<file path="config.mk">
export PLATFORM = sky130hd
export DESIGN_NAME = asl8_seq_flat
export DESIGN_NICKNAME = d
export VERILOG_FILES = /design/src/rtl/asl8_seq_pkg.sv /design/src/rtl/asl8_seq_if.sv /design/src/rtl/asl8_seq_step.sv /design/src/rtl/asl8_seq.sv /design/src/flat_wrapper.sv
export SDC_FILE = /design/constraint.sdc
export NUM_CORES = 1
export LEC_CHECK = 0
export ABC_CLOCK_PERIOD_IN_PS = 1560
export BUFFER_PORTS_ARGS = -buffer_cell sky130_fd_sc_hd__buf_2
export CORE_MARGIN = 2
export CORE_UTILIZATION = 48
export CTS_CLUSTER_SIZE = 8
export DETAILED_ROUTE_END_ITERATION = 10
export GPL_TIMING_DRIVEN = 0
export PLACE_DENSITY = 0.74
export SYNTH_ARGS = -nofsm -noshare
export SYNTH_HDL_FRONTEND = slang
export SYNTH_HIERARCHICAL = 1
export SYNTH_SLANG_ARGS = --single-unit
</file>
<file path="constraint.sdc">
create_clock -name clk -period 1.56 [get_ports clk]
set_input_delay 0.078 -clock clk [delete_from_list [all_inputs] [get_ports clk]]
set_output_delay 0.078 -clock clk [all_outputs]
set_load 0.02 [all_outputs]
</file>
<file path="src/rtl/asl8_seq_pkg.sv">
// Shared types and default sizing for the asl8_seq sequential left shifter.
package asl8_seq_pkg;

  localparam int unsigned DEF_WIDTH   = 8;
  localparam int unsigned DEF_SHAMT_W = 3;

  typedef enum logic [1:0] {
    IDLE  = 2'd0,
    SHIFT = 2'd1,
    DONE  = 2'd2
  } state_t;

endpackage

</file>
<file path="src/rtl/asl8_seq_if.sv">
// Start/busy/done command and result bundle between a controller and asl8_seq.
interface asl8_seq_if
  import asl8_seq_pkg::*;
#(
  parameter int unsigned WIDTH   = DEF_WIDTH,
  parameter int unsigned SHAMT_W = DEF_SHAMT_W
);

  logic               start;
  logic [WIDTH-1:0]   d_in;
  logic [SHAMT_W-1:0] shamt;
  logic [WIDTH-1:0]   d_out;
  logic               c_out;
  logic               ovf;
  logic               busy;
  logic               done;

  modport master (
    output start, d_in, shamt,
    input  d_out, c_out, ovf, busy, done
  );

  modport slave (
    input  start, d_in, shamt,
    output d_out, c_out, ovf, busy, done
  );

endinterface

</file>
<file path="src/rtl/asl8_seq_step.sv">
// Combinational single-bit left step: zero-filled shift, bit out, and MSB-change flag.
module asl8_seq_step #(
  parameter int unsigned WIDTH = 8
) (
  input  logic [WIDTH-1:0] x,
  output logic [WIDTH-1:0] y,
  output logic             cy,
  output logic             sflip
);

  assign y     = {x[WIDTH-2:0], 1'b0};
  assign cy    = x[WIDTH-1];
  assign sflip = x[WIDTH-1] ^ x[WIDTH-2];

endmodule

</file>
<file path="src/rtl/asl8_seq.sv">
// Sequential arithmetic shift-left: one bit per clock, last-out carry and sticky signed overflow.
module asl8_seq
  import asl8_seq_pkg::*;
#(
  parameter int unsigned WIDTH   = DEF_WIDTH,
  parameter int unsigned SHAMT_W = DEF_SHAMT_W
) (
  input  logic       clk,
  input  logic       reset,
  asl8_seq_if.slave  bus
);

  state_t             state;
  logic [WIDTH-1:0]   sreg;
  logic [SHAMT_W-1:0] cnt;
  logic               ovf_w;

  logic [WIDTH-1:0]   d_out;
  logic               c_out;
  logic               ovf;
  logic               busy;
  logic               done;

  logic [WIDTH-1:0]   step_y;
  logic               step_cy;
  logic               step_sflip;

  asl8_seq_step #(.WIDTH(WIDTH)) u_step (
    .x     (sreg),
    .y     (step_y),
    .cy    (step_cy),
    .sflip (step_sflip)
  );

  // FSM, down-counter and result registers; results load only on entry to DONE.
  always_ff @(posedge clk) begin
    if (reset) begin
      state <= IDLE;
      sreg  <= '0;
      cnt   <= '0;
      ovf_w <= 1'b0;
      d_out <= '0;
      c_out <= 1'b0;
      ovf   <= 1'b0;
      busy  <= 1'b0;
      done  <= 1'b0;
    end else begin
      done <= 1'b0;
      unique case (state)
        IDLE: begin
          if (bus.start) begin
            sreg  <= bus.d_in;
            cnt   <= bus.shamt;
            ovf_w <= 1'b0;
            busy  <= 1'b1;
            if (bus.shamt == SHAMT_W'(0)) begin
              state <= DONE;
              done  <= 1'b1;
              d_out <= bus.d_in;
              c_out <= 1'b0;
              ovf   <= 1'b0;
            end else begin
              state <= SHIFT;
            end
          end
        end
        SHIFT: begin
          sreg  <= step_y;
          ovf_w <= ovf_w | step_sflip;
          cnt   <= cnt - SHAMT_W'(1);
          // Final step: the shift still happens and its results go straight to the outputs.
          if (cnt == SHAMT_W'(1)) begin
            state <= DONE;
            done  <= 1'b1;
            d_out <= step_y;
            c_out <= step_cy;
            ovf   <= ovf_w | step_sflip;
          end
        end
        DONE: begin
          state <= IDLE;
          busy  <= 1'b0;
        end
        default: begin
          state <= IDLE;
          busy  <= 1'b0;
        end
      endcase
    end
  end

  assign bus.d_out = d_out;
  assign bus.c_out = c_out;
  assign bus.ovf   = ovf;
  assign bus.busy  = busy;
  assign bus.done  = done;

endmodule

</file>
<file path="src/flat_wrapper.sv">
// flat-port wrapper written by rule: the top's interface ports become plain ports
module asl8_seq_flat import asl8_seq_pkg::*;
#(
  parameter int unsigned WIDTH   = DEF_WIDTH,
  parameter int unsigned SHAMT_W = DEF_SHAMT_W
)
  (clk, reset, bus_start, bus_d_in, bus_shamt, bus_d_out, bus_c_out, bus_ovf, bus_busy, bus_done);
  asl8_seq_if #(.WIDTH(WIDTH), .SHAMT_W(SHAMT_W)) bus_i ();
  input  logic clk;
  input  logic reset;
  input wire logic [$bits(bus_i.start)-1:0] bus_start;
  input wire logic [$bits(bus_i.d_in)-1:0] bus_d_in;
  input wire logic [$bits(bus_i.shamt)-1:0] bus_shamt;
  output wire logic [$bits(bus_i.d_out)-1:0] bus_d_out;
  output wire logic [$bits(bus_i.c_out)-1:0] bus_c_out;
  output wire logic [$bits(bus_i.ovf)-1:0] bus_ovf;
  output wire logic [$bits(bus_i.busy)-1:0] bus_busy;
  output wire logic [$bits(bus_i.done)-1:0] bus_done;
  assign bus_i.start = bus_start;
  assign bus_i.d_in = bus_d_in;
  assign bus_i.shamt = bus_shamt;
  assign bus_d_out = bus_i.d_out;
  assign bus_c_out = bus_i.c_out;
  assign bus_ovf = bus_i.ovf;
  assign bus_busy = bus_i.busy;
  assign bus_done = bus_i.done;
  asl8_seq #(.WIDTH(WIDTH), .SHAMT_W(SHAMT_W)) u_core (.clk(clk), .reset(reset), .bus(bus_i));
endmodule
</file>
* Word-level counts from Yosys, hierarchy flattened
Cells that the tools add are included.
** Word-level totals
- Input bits :: 14
- Flip-flop bits (word level) :: 26
- Word-level logic and storage cells :: 51
- Memories :: 0
- Output and inout bits :: 12
- Memory bits (read-only) :: 0
- Bits in writable memories :: 0
- Bits in latches :: 0
** Cells by class
- Shift-type cells :: 0
- Bitwise operators :: 3
- Divide/modulo/power cells :: 0
- Order comparisons :: 0
- Equal/unequal tests :: 5
- Mux-type cells :: 26
- Reductions and logical operators :: 7
- $add $sub $neg :: 1
- $mul :: 0
** Operators by type and width (count)
- 8-bit two-way mux :: 4
- 8-bit one-hot mux with 2 select lines :: 2
- 1-bit one-hot mux with 2 select lines :: 5
- 1-bit two-way mux :: 9
- 2-bit two-way mux :: 3
- 3-bit one-hot mux with 2 select lines :: 1
- 2-bit AND reduction :: 3
- 2-bit by 1-bit != test with 1-bit output (second input constant) :: 2
- 2-bit one-hot mux with 2 select lines :: 1
- 4-bit AND reduction :: 1
- 3-bit by 1-bit equality test with 1-bit output (second input constant) :: 1
- 3-bit zero test :: 1
- 3-bit two-way mux :: 1
- 3-bit by 1-bit subtractor with 3-bit output (second input constant) :: 1
- 2-bit by 1-bit equality test with 1-bit output (second input constant) :: 1
- 2-bit zero test :: 1
- 2-bit != test (second input constant) :: 1
- 2-bit nonzero test :: 1
- 1-bit inverter :: 1
- 1-bit OR :: 1
- 1-bit bitwise XOR :: 1

* Longest topological paths before layout
Gate-level depths: netlist of run 1.
- Depth after elaboration :: 4
- Mapped depth :: 6

* Cells and area by module
Netlist of run 1, hierarchy kept.
** By module, submodules not included
- asl8_seq :: sequential area each 520.5 um^2, cells an instance 119, area an instance 1179.9 um^2, instances 1
- asl8_seq_step :: sequential area each 0.0 um^2, cells an instance 11, area an instance 80.1 um^2, instances 1

* Worst setup path after synthesis of run 1
Ideal clock, no wire load.
- Kind :: register -> register
- Start :: register u_core.cnt[0]
- End :: register u_core.d_out[2] (netlist: u_core/bus.d_out[2])
- Path slack :: 0.015 ns
- Period minus slack after synthesis :: 1.545 ns
- Arrival :: 1.404 ns
- Path buffers :: 0
- Library setup time :: 0.141 ns
- Cell stages (with the launch flop) :: 5
- Cells stage by stage :: dfxtp_1 ha_1 or4bb_1 o21ai_2 a221oi_2
** On the way
- Word-level cells in the longest chain between the ends :: 3
** RTL lines
- start, declared :: line asl8_seq.sv:15 : logic [SHAMT_W-1:0] cnt;
- start signal, assigned :: line asl8_seq.sv:53 : cnt <= bus.shamt;
- start signal, assigned :: line asl8_seq.sv:70 : cnt <= cnt - SHAMT_W'(1);
- 3-bit by 1-bit equality test with 1-bit output :: line asl8_seq.sv:72 : if (cnt == SHAMT_W'(1)) begin
- 2-bit by 1-bit != test with 1-bit output (no line)
- 4-bit AND reduction (no line)
- end signal, assigned :: line asl8_seq.sv:59 : d_out <= bus.d_in;
- end signal, assigned :: line asl8_seq.sv:75 : d_out <= step_y;
- end, declared :: line asl8_seq.sv:18 : logic [WIDTH-1:0] d_out;
Every way passes these cells.
A chain may end at the register's enable or synchronous reset.

* Worst setup path in the final report of run 1
- Start :: register u_core.cnt[0]
- End :: register u_core.d_out[7] (netlist: u_core/bus.d_out[7])
The elaborated chain is that of the path after synthesis.

==> qor.yml, run 1 <==
setup_path:
  path_class: "reg -> reg"
  cp.arrival_ns: 1.69
  cp_top_family: "simple AND/OR/NAND/NOR gates"
  worstReg2RegStart: "u_core/cnt[0]"
  startpoint: "u_core/cnt[0]"
  cp_num_buf_inv: 0
  critical_path_depth: 4
  path_max_fanout: 8
  critPathRequiredTime_ns: 1.74
  end_kind: "flop"
  cpPeakStageDelay_ns: 0.51
  cp-start-kind: "flop"
  worstRegToRegCells: 4
  crit_path_top_delay_cell: "or4bb_4"
  crit_chain: "ha_4 -> or4bb_4 -> o21ai_4 -> a221oi_2"
outcome:
  status: "completed"
floorplanning:
  start_util_pct: 50.9
  io-pin-count: 26
  row_count: 18
  die_w_um: 55.2
  die_y_um: 55.2
  core-area_um2: 2480
  die-area_um2: 3050
clock_network:
  cts_tree: "yes"
  htreeDepth: 1
  insertion_delay_ns: 0.31
  cts.sinks: 26
  cts_buffer_depth: 2
  path_clk_slew_ns: 0.14
  numCtsBuffers: 3
  holdBufCountCts: 0
  root_buffer: "clkbuf_4"
sta:
  setup_tns_ns: 0
  tightest_slew_ns: 0.525
  hold_viol: 0
  finalSetupViolations: 0
  period_needed_ns: 1.51
  clock.fmax_mhz: 664
  skew_ns: 0.00799
  holdWs_ns: 0.0689
  fin_ws_ns: 0.0542
  maxSlewHeadroom_pct: 65.0
  slew_viol_final: 0
  min_period_over_period_pct: 96.5
placed_design:
  postPlaceCellArea_um2: 1420
  dpl.hpwl_um: 1870
  dp.cells: 184
  place_congestion: 0.787
  port_buffers: 24
  post-place-ws_ns: -0.212
flow_run:
  cap_violations: 0
detailed_routing:
  viasPerCell: 5.63
  dr.pass1.iters: 4
  dr.first_iter.drc_count: 22
  totalWireLength_um: 2830
  wl_per_cell_um: 14.7
  vias: 1081
  route.antenna.remaining_nets: 0
  drc: 0
logic_synthesis:
  ys_types: 33
  ys.flop_type: "dfxtp_1"
  ys_seq_area_share_pct: 41.3
  syn_area_um2: 1260
  netlist_instances: 130
  synth_fp_nets: 146
  syn_avg_cell_area_um2: 9.69
  async_flop_share_pct: 0
  synth-seq-cells: 26
  yosysWarnings: 6
  synth_enable_flop_cells: 0
hold_path:
  min-delay-start: "bus_shamt[0]"
  hp-class: "in -> reg"
  worstHoldPathCells: 3
power_and_ir_drop:
  power_mw: 1.45
  p_clk_share_pct: 19.1
  p_leak_nw: 0.626
  swShare_pct: 30.4
  combPwrFrac_pct: 27.8
  power_frac_seq_pct: 53.1
  p_per_area_nw_per_um2: 944
  p_int_mw: 1.01
  p_sw_mw: 0.440
  ir_worst_vdd_v: 0.000578
global_routing:
  grt_pass1_vias: 1005
  grtUsageTotal_pct: 18.0
  grt_pass1_wl_um: 4540
  globalRouteOverflowTotal: 0
  antenna_found_initial: 0
  grt_max_degree: 14
layout:
  antenna_cells: 0
  final_cell_mix: "buf_2 (25), dfxtp_1 (22), nor2_1 (16)"
  fin_area_um2: 1540
  syn_to_final_growth_pct: 21.8
  drive_gt1_share_pct: 42.6
  mostFrequentLayoutCell: "buf_2"
  fin_util_pct: 62.0
  instances_no_fill: 192
  nNetsFinal: 180
[layout make-up]
type,count,area (um2)
inverter,5,18.8
clock buffer,3,22.5
fill,215,942
buffer,18,124
sequential,26,528
tap,30,37.5
timing repair buffer,29,158
multi-input combinational,81,647
[worst min-delay path, delay by kind of cell]
| kind | cells | cell delay (ns) |
|---|---|---|
| buffers and inverters | 1 | 0.11 |
| AO/OA/AOI/OAI | 2 | 0.16 |
[flip-flops by register name (all words and copies together), names as in the netlist]
name and count:
u_core/state 2, u_core/bus.c_out 1, u_core/cnt 3, u_core/sreg 8
u_core/bus.busy 1, u_core/bus.done 1, u_core/bus.ovf 1, u_core/ovf_w 1
u_core/bus.d_out 8
[what timing repair did]
action | CTS | global route
cloned | 0 | 1
pin swaps | 2 | 3
resized for setup | 9 | 14
setup buffers | 1 | 3
endpoints found under the setup margin | 18 | 16
[power groups by stage]
| stage | Combinational, mW | Sequential [mW] | Clock, mW |
|---|---|---|---|
| global placement | 0.349 | 0.779 | 0 |
| CTS | 0.369 | 0.771 | 0.289 |
| finish | 0.403 | 0.769 | 0.276 |
| detailed placement | 0.360 | 0.782 | 0 |
| floorplan | 0.247 | 0.799 | 0 |
| global route | 0.442 | 0.779 | 0.315 |
[routing by layer]
metal | track usage, % | part of all wire, %
met1 | 24.4 | 46
met2 | 29.6 | 49
met3 | 2.58 | 3.4
met4 | 5.57 | 1.0
met5 | 0 | 0
[worst paths after layout]
check | slack, ns | to
setup / recovery | 0.05 | u_core/bus.d_out[7]
hold / removal | 0.07 | u_core/cnt[0]
setup reg to reg | 0.05 | u_core/bus.d_out[7]
hold reg to reg | 0.48 | u_core/cnt[1]
[cell families after synthesis]
logic type | after synthesis | share of synthesized area, %
compound gates | 38 | 25.6
xor+xnor | 1 | 0.695
fa+ha+maj | 2 | 1.99
buf+inv | 23 | 10.6
flops | 26 | 41.3
mux | 8 | 6.36
other cells | 1 | 0.298
simple gates | 31 | 13.1
[synthesized netlist by cell type (2+ instances only)]
library cell   n  area [um2]
a21oi_1        8        40.0
nor2b_1        2        12.5
nand2b_1       3        18.8
nor2_1        16        60.1
buf_2          2        10.0
a211oi_1       9        67.6
o211ai_1       4        30.0
o21ai_0        4        20.0
a221oi_2       8         120
buf_4         10        75.1
clkbuf_1       4        15.0
nand3b_1       2        15.0
inv_1          5        18.8
dfxtp_1       26         521
ha_1           2        25.0
mux2i_1        8        80.1
(Power assumes the default switching activity.)
==> run 2: changes to the inputs <==
CORE_UTILIZATION = 40   (was 48)
GPL_TIMING_DRIVEN = not set   (was 0)
PLACE_DENSITY = not set   (was 0.74)
==> run 2 against run 1 <==
Critical path depth rose by 1. Setup slack got worse by 0.0096 ns. Clock power barely moved. Core utilization fell by 14 points. Die area rose by 18%. Cell area fell by 5.1%. Clock skew fell by 0.0013 ns. Sequential power fell by 1%. Via count fell by 8.2%. Final cell count rose by 1.0%. Maximum frequency fell by 0.63%. Combinational power fell by 7.9%. Critical path type unchanged. Critical endpoint is now u_core/bus.ovf. Largest cell class unchanged. Largest power group unchanged. Highest routed layer unchanged.
==> qor.yml, run 2 (same netlist as run 1, synthesis figures left out) <==
outcome:
  status: "completed"
setup_path:
  path_class: "reg -> reg"
  end_kind: "flop"
  ff2ff_setup_slack_ns: 0.04
  path_max_fanout: 8
  critPathRequiredTime_ns: 1.75
  cp-start-kind: "flop"
  cp.arrival_ns: 1.70
placed_design:
  postPlaceCellArea_um2: 1410
  dpl.hpwl_um: 1920
  port_buffers: 25
  post-place-ws_ns: -0.0524
  place_congestion: 0.712
layout:
  fin_util_pct: 48.1
  syn_to_final_growth_pct: 15.6
  antenna_cells: 0
  drive_gt1_share_pct: 36.0
  nNetsFinal: 168
  largestRegisters: "u_core/bus.d_out x8, u_core/sreg x8, u_core/cnt x3"
  fin_area_um2: 1460
  multi_input_area_um2: 622
  ff_latch_area_um2: 522
  final_cell_mix: "buf_2 (25), dfxtp_1 (25), nor2_1 (16)"
  fill_cells: 294
detailed_routing:
  viasPerCell: 5.11
  drc: 0
  dr.first_iter.drc_count: 29
  dr.pass1.iters: 4
  vias: 992
  wl_per_cell_um: 13.7
  totalWireLength_um: 2660
  route.antenna.remaining_nets: 0
sta:
  maxSlewHeadroom_pct: 61.7
  holdWs_ns: 0.0753
  min_period_over_period_pct: 97.1
  tightest_slew_ns: 0.575
  clock.fmax_mhz: 660
  hold_viol: 0
  skew_ns: 0.00673
  fin_ws_ns: 0.0446
  period_needed_ns: 1.52
  slew_viol_final: 0
  finalSetupViolations: 0
global_routing:
  grt_util_met2_pct: 26.9
  grt_pass1_wl_um: 4370
  globalRouteOverflowTotal: 0
  grt_use_met1_pct: 21.4
  grtUsageTotal_pct: 16.3
  antenna_found_initial: 0
  gr-usage-met3_pct: 1.95
  grt_pass1_vias: 971
  grt_max_degree: 27
  grt.busiest_layer: "met2"
power_and_ir_drop:
  p_leak_nw: 0.576
  p_per_area_nw_per_um2: 967
  ir_worst_vdd_v: 0.000507
clock_network:
  cts_tree: "yes"
  cts_buffer_depth: 2
  insertion_delay_ns: 0.32
  htreeDepth: 1
  cts_setup_buffers: 0
  holdBufCountCts: 0
  cts.sinks: 26
  root_buffer: "clkbuf_4"
  numCtsBuffers: 3
  path_clk_slew_ns: 0.13
floorplanning:
  row_count: 20
  die_w_um: 60.1
  die-area_um2: 3620
  io-pin-count: 26
  core-area_um2: 3030
  start_util_pct: 41.6
  die_y_um: 60.1
flow_run:
  cap_violations: 0
hold_path:
  hp-class: "in -> reg"
run 2: worst paths after layout:
check / from / end / cells past startpoint
setup reg to reg: u_core/state[0] / u_core/bus.ovf / 5
hold / removal: bus_shamt[0] / u_core/cnt[0] / 3
setup / recovery: u_core/state[0] / u_core/bus.ovf / 5
hold reg to reg: u_core/cnt[1] / u_core/cnt[1] / 2
run 2: critical path, cell delays in order, from the launching register on:
cell,delay (ns)
dfxtp_1,0.36
buf_4,0.15
or4bb_4,0.57
buf_6,0.15
o211ai_1,0.08
a21oi_1,0.09
run 2: per-stage QoR:
stage	TNS [ns]	total power, mW	std cells
after floorplan	0	1.05	130
after global placement	-0.0139	1.13	191
after detailed placement	-0.378	1.14	191
after CTS	0	1.42	194
after global routing	-0.00137	1.50	194
final	0	1.41	194
run 2: power by group:
part | switching, mW | leakage [nW] | internal, mW
Sequential | 0.0353 | 0.214 | 0.726
Clock | 0.186 | 0.0138 | 0.0904
Combinational | 0.204 | 0.348 | 0.167
Total | 0.425 | 0.576 | 0.983
run 2: layer usage:
metal  vias up  routed length (um)
met1       462                1230
met5         -                   0
met2        26                1260
li1        500                   -
met4         0                  31
met3         4                 145
run 2: repair_timing:
item,4_1_cts,5_1_grt
hold endpoints to repair,0,0
pin swaps,1,1
resized for setup,4,4
endpoints found under the setup margin,10,4
run 2: final cells by class:
| class | instances | area share (%) |
|---|---|---|
| multi-input cells | 81 | 42.7 |
| flip-flops and latches | 26 | 35.8 |
| repair buffers | 35 | 14.9 |
| well taps | 44 | 3.78 |
| clock buffers | 3 | 1.55 |
| inverters | 5 | 1.29 |
==> run 3: changes to the inputs <==
CORE_MARGIN = 3   (was 2)
==> run 3 against run 2 <==
Count of clock-buffer cells in the layout unchanged. Total power up 14%. Die area up 6.8%. Clock skew up 0.0055 ns. Cell area up 5.1%. First-iteration DRC count up 17%. Highest routed layer unchanged.
==> qor.yml, run 3 (same netlist as run 1, synthesis figures left out) <==
power_and_ir_drop:
  p_leak_nw: 0.612
  combPwrFrac_pct: 24.0
  ir_worst_vdd_v: 0.000483
  p_sw_mw: 0.444
  swShare_pct: 27.6
  power_frac_seq_pct: 47.4
  p_int_mw: 1.16
  p_clk_share_pct: 28.7
  p_per_area_nw_per_um2: 1050
clock_network:
  cts_tree: "yes"
  cts_buffer_depth: 2
  numCtsBuffers: 3
  cts_setup_buffers: 0
  cts.sinks: 26
  path_clk_slew_ns: 0.15
  insertion_delay_ns: 0.32
  htreeDepth: 1
  root_buffer: "clkbuf_4"
  holdBufCountCts: 0
floorplanning:
  io-pin-count: 26
  row_count: 19
  core-area_um2: 2880
  die-area_um2: 3860
  die_y_um: 62.1
  start_util_pct: 43.8
  die_w_um: 62.1
setup_path:
  crit_chain: "or3b_4 -> or2_1 -> buf_4 -> a221oi_2"
  cpPeakStageDelay_ns: 0.43
  crit_path_top_delay_cell: "or3b_4"
  cp-start-kind: "flop"
  path_class: "reg -> reg"
  worstRegToRegCells: 4
  end_kind: "flop"
  cp_top_family: "simple AND/OR/NAND/NOR gates"
  ff2ff_setup_slack_ns: 0.03
  cp_num_buf_inv: 1
  worstReg2RegStart: "u_core/state[0]"
  path_max_fanout: 5
  r2r-end: "u_core/bus.d_out[0]"
  cp.arrival_ns: 1.77
  critPathRequiredTime_ns: 1.79
sta:
  slew_viol_final: 0
  finalSetupViolations: 0
  hold_viol: 0
  fin_ws_ns: 0.0270
  min_period_over_period_pct: 98.3
  tightest_slew_ns: 0.563
  period_needed_ns: 1.53
  clock.fmax_mhz: 652
  skew_ns: 0.0122
  maxSlewHeadroom_pct: 62.5
  rsz0062_at_grt: "yes"
layout:
  fill_cells: 275
  mostFrequentLayoutCell: "buf_2"
  fin_util_pct: 53.2
  nNetsFinal: 172
  drive_gt1_share_pct: 40.0
  largestRegisters: "u_core/bus.d_out x8, u_core/sreg x8, u_core/cnt x3"
  syn_to_final_growth_pct: 21.5
  antenna_cells: 0
  final_cell_mix: "buf_2 (26), dfxtp_1 (23), nor2_1 (16)"
detailed_routing:
  wl_per_cell_um: 13.9
  drc: 0
  vias: 1012
  dr.first_iter.drc_count: 34
  totalWireLength_um: 2730
  dr.pass1.iters: 4
  viasPerCell: 5.14
  route.antenna.remaining_nets: 0
global_routing:
  globalRouteOverflowTotal: 0
  grtUsageTotal_pct: 14.6
  grt_max_degree: 27
  grt_pass1_wl_um: 4690
  antenna_found_initial: 0
  grt_pass1_vias: 1024
placed_design:
  place_congestion: 0.783
  dpl.hpwl_um: 1980
  post-place-ws_ns: -0.0317
  port_buffers: 25
flow_run:
  cap_violations: 0
hold_path:
  min-delay-start: "bus_shamt[0]"
  hp-class: "in -> reg"
  worstHoldPathCells: 3
  worstHoldEndpoint: "u_core/cnt[0]"
outcome:
  status: "completed"
[run 3: changes by cell type in the layout (fill, tap and decap cells not counted), sizes merged]
cell	change
buf	+4
bufinv	+1
[run 3: worst max-delay path by stage]
stage	from	endpoint	slack (ns)	cells after the start
2_1_floorplan	u_core/cnt[0]	u_core/bus.d_out[2]	0.01	4
3_3_place_gp	u_core/cnt[1]	u_core/bus.d_out[3]	0.01	5
3_5_place_dp	u_core/cnt[1]	u_core/bus.d_out[0]	-0.03	5
4_1_cts	u_core/cnt[1]	u_core/bus.d_out[0]	0.004	7
5_1_grt	u_core/state[0]	u_core/bus.ovf	-0.01	5
6_report	u_core/state[0]	u_core/bus.d_out[0]	0.03	4
[run 3: power by group through the flow]
stage                     registers [mW]  logic [mW]  clock network, mW
after floorplan                    0.799       0.247                  0
after global placement             0.772       0.362                  0
after detailed placement           0.775       0.369                  0
after CTS                          0.761       0.377              0.478
after global routing               0.771       0.422              0.504
final                              0.761       0.386              0.461
[run 3: final cells by class]
| type | count | area [um2] | share of cell area, % |
|---|---|---|---|
| Multi-Input combinational cell | 81 | 638 | 41.7 |
| Clock buffer | 3 | 22.5 | 1.47 |
| Clock inverter | 1 | 30.0 | 1.96 |
| Tap cell | 42 | 52.6 | 3.43 |
| Sequential cell | 26 | 524 | 34.3 |
| Timing Repair Buffer | 39 | 244 | 15.9 |
| Inverter | 5 | 18.8 | 1.23 |
[run 3: routing by layer]
metal,vias up,global-route usage [%],part of all wire (%)
li1,514,-,-
met1,479,17.3,46
met2,17,25.8,49
met3,2,3.24,3.7
met4,0,4.97,0.70
met5,-,0,0
[run 3: through the flow]
stage / hold WS [ns] / total power [mW] / cell area, um2 / setup TNS (ns) / instances
global placement: 0.408 / 1.13 / 1430 / 0 / 192
global route: 0.0825 / 1.70 / 1530 / -0.0340 / 197
detailed placement: 0.411 / 1.14 / 1430 / -0.176 / 192
floorplan: 0.267 / 1.05 / 1260 / 0 / 130
finish: 0.0688 / 1.61 / 1530 / 0 / 197
CTS: 0.0559 / 1.62 / 1500 / 0 / 196
[run 3: worst min-delay path: cells and delay by family]
family | cells | cell delay (ns)
buf+inv | 1 | 0.11
compound gates | 2 | 0.15
[run 3: repair_timing]
action                                 4_1_cts  5_1_grt
setup endpoints to repair                   10       13
pin swaps                                    1        1
endpoints found under the hold margin        0        0
gates resized for setup                      4        8
gates cloned                                 0        1
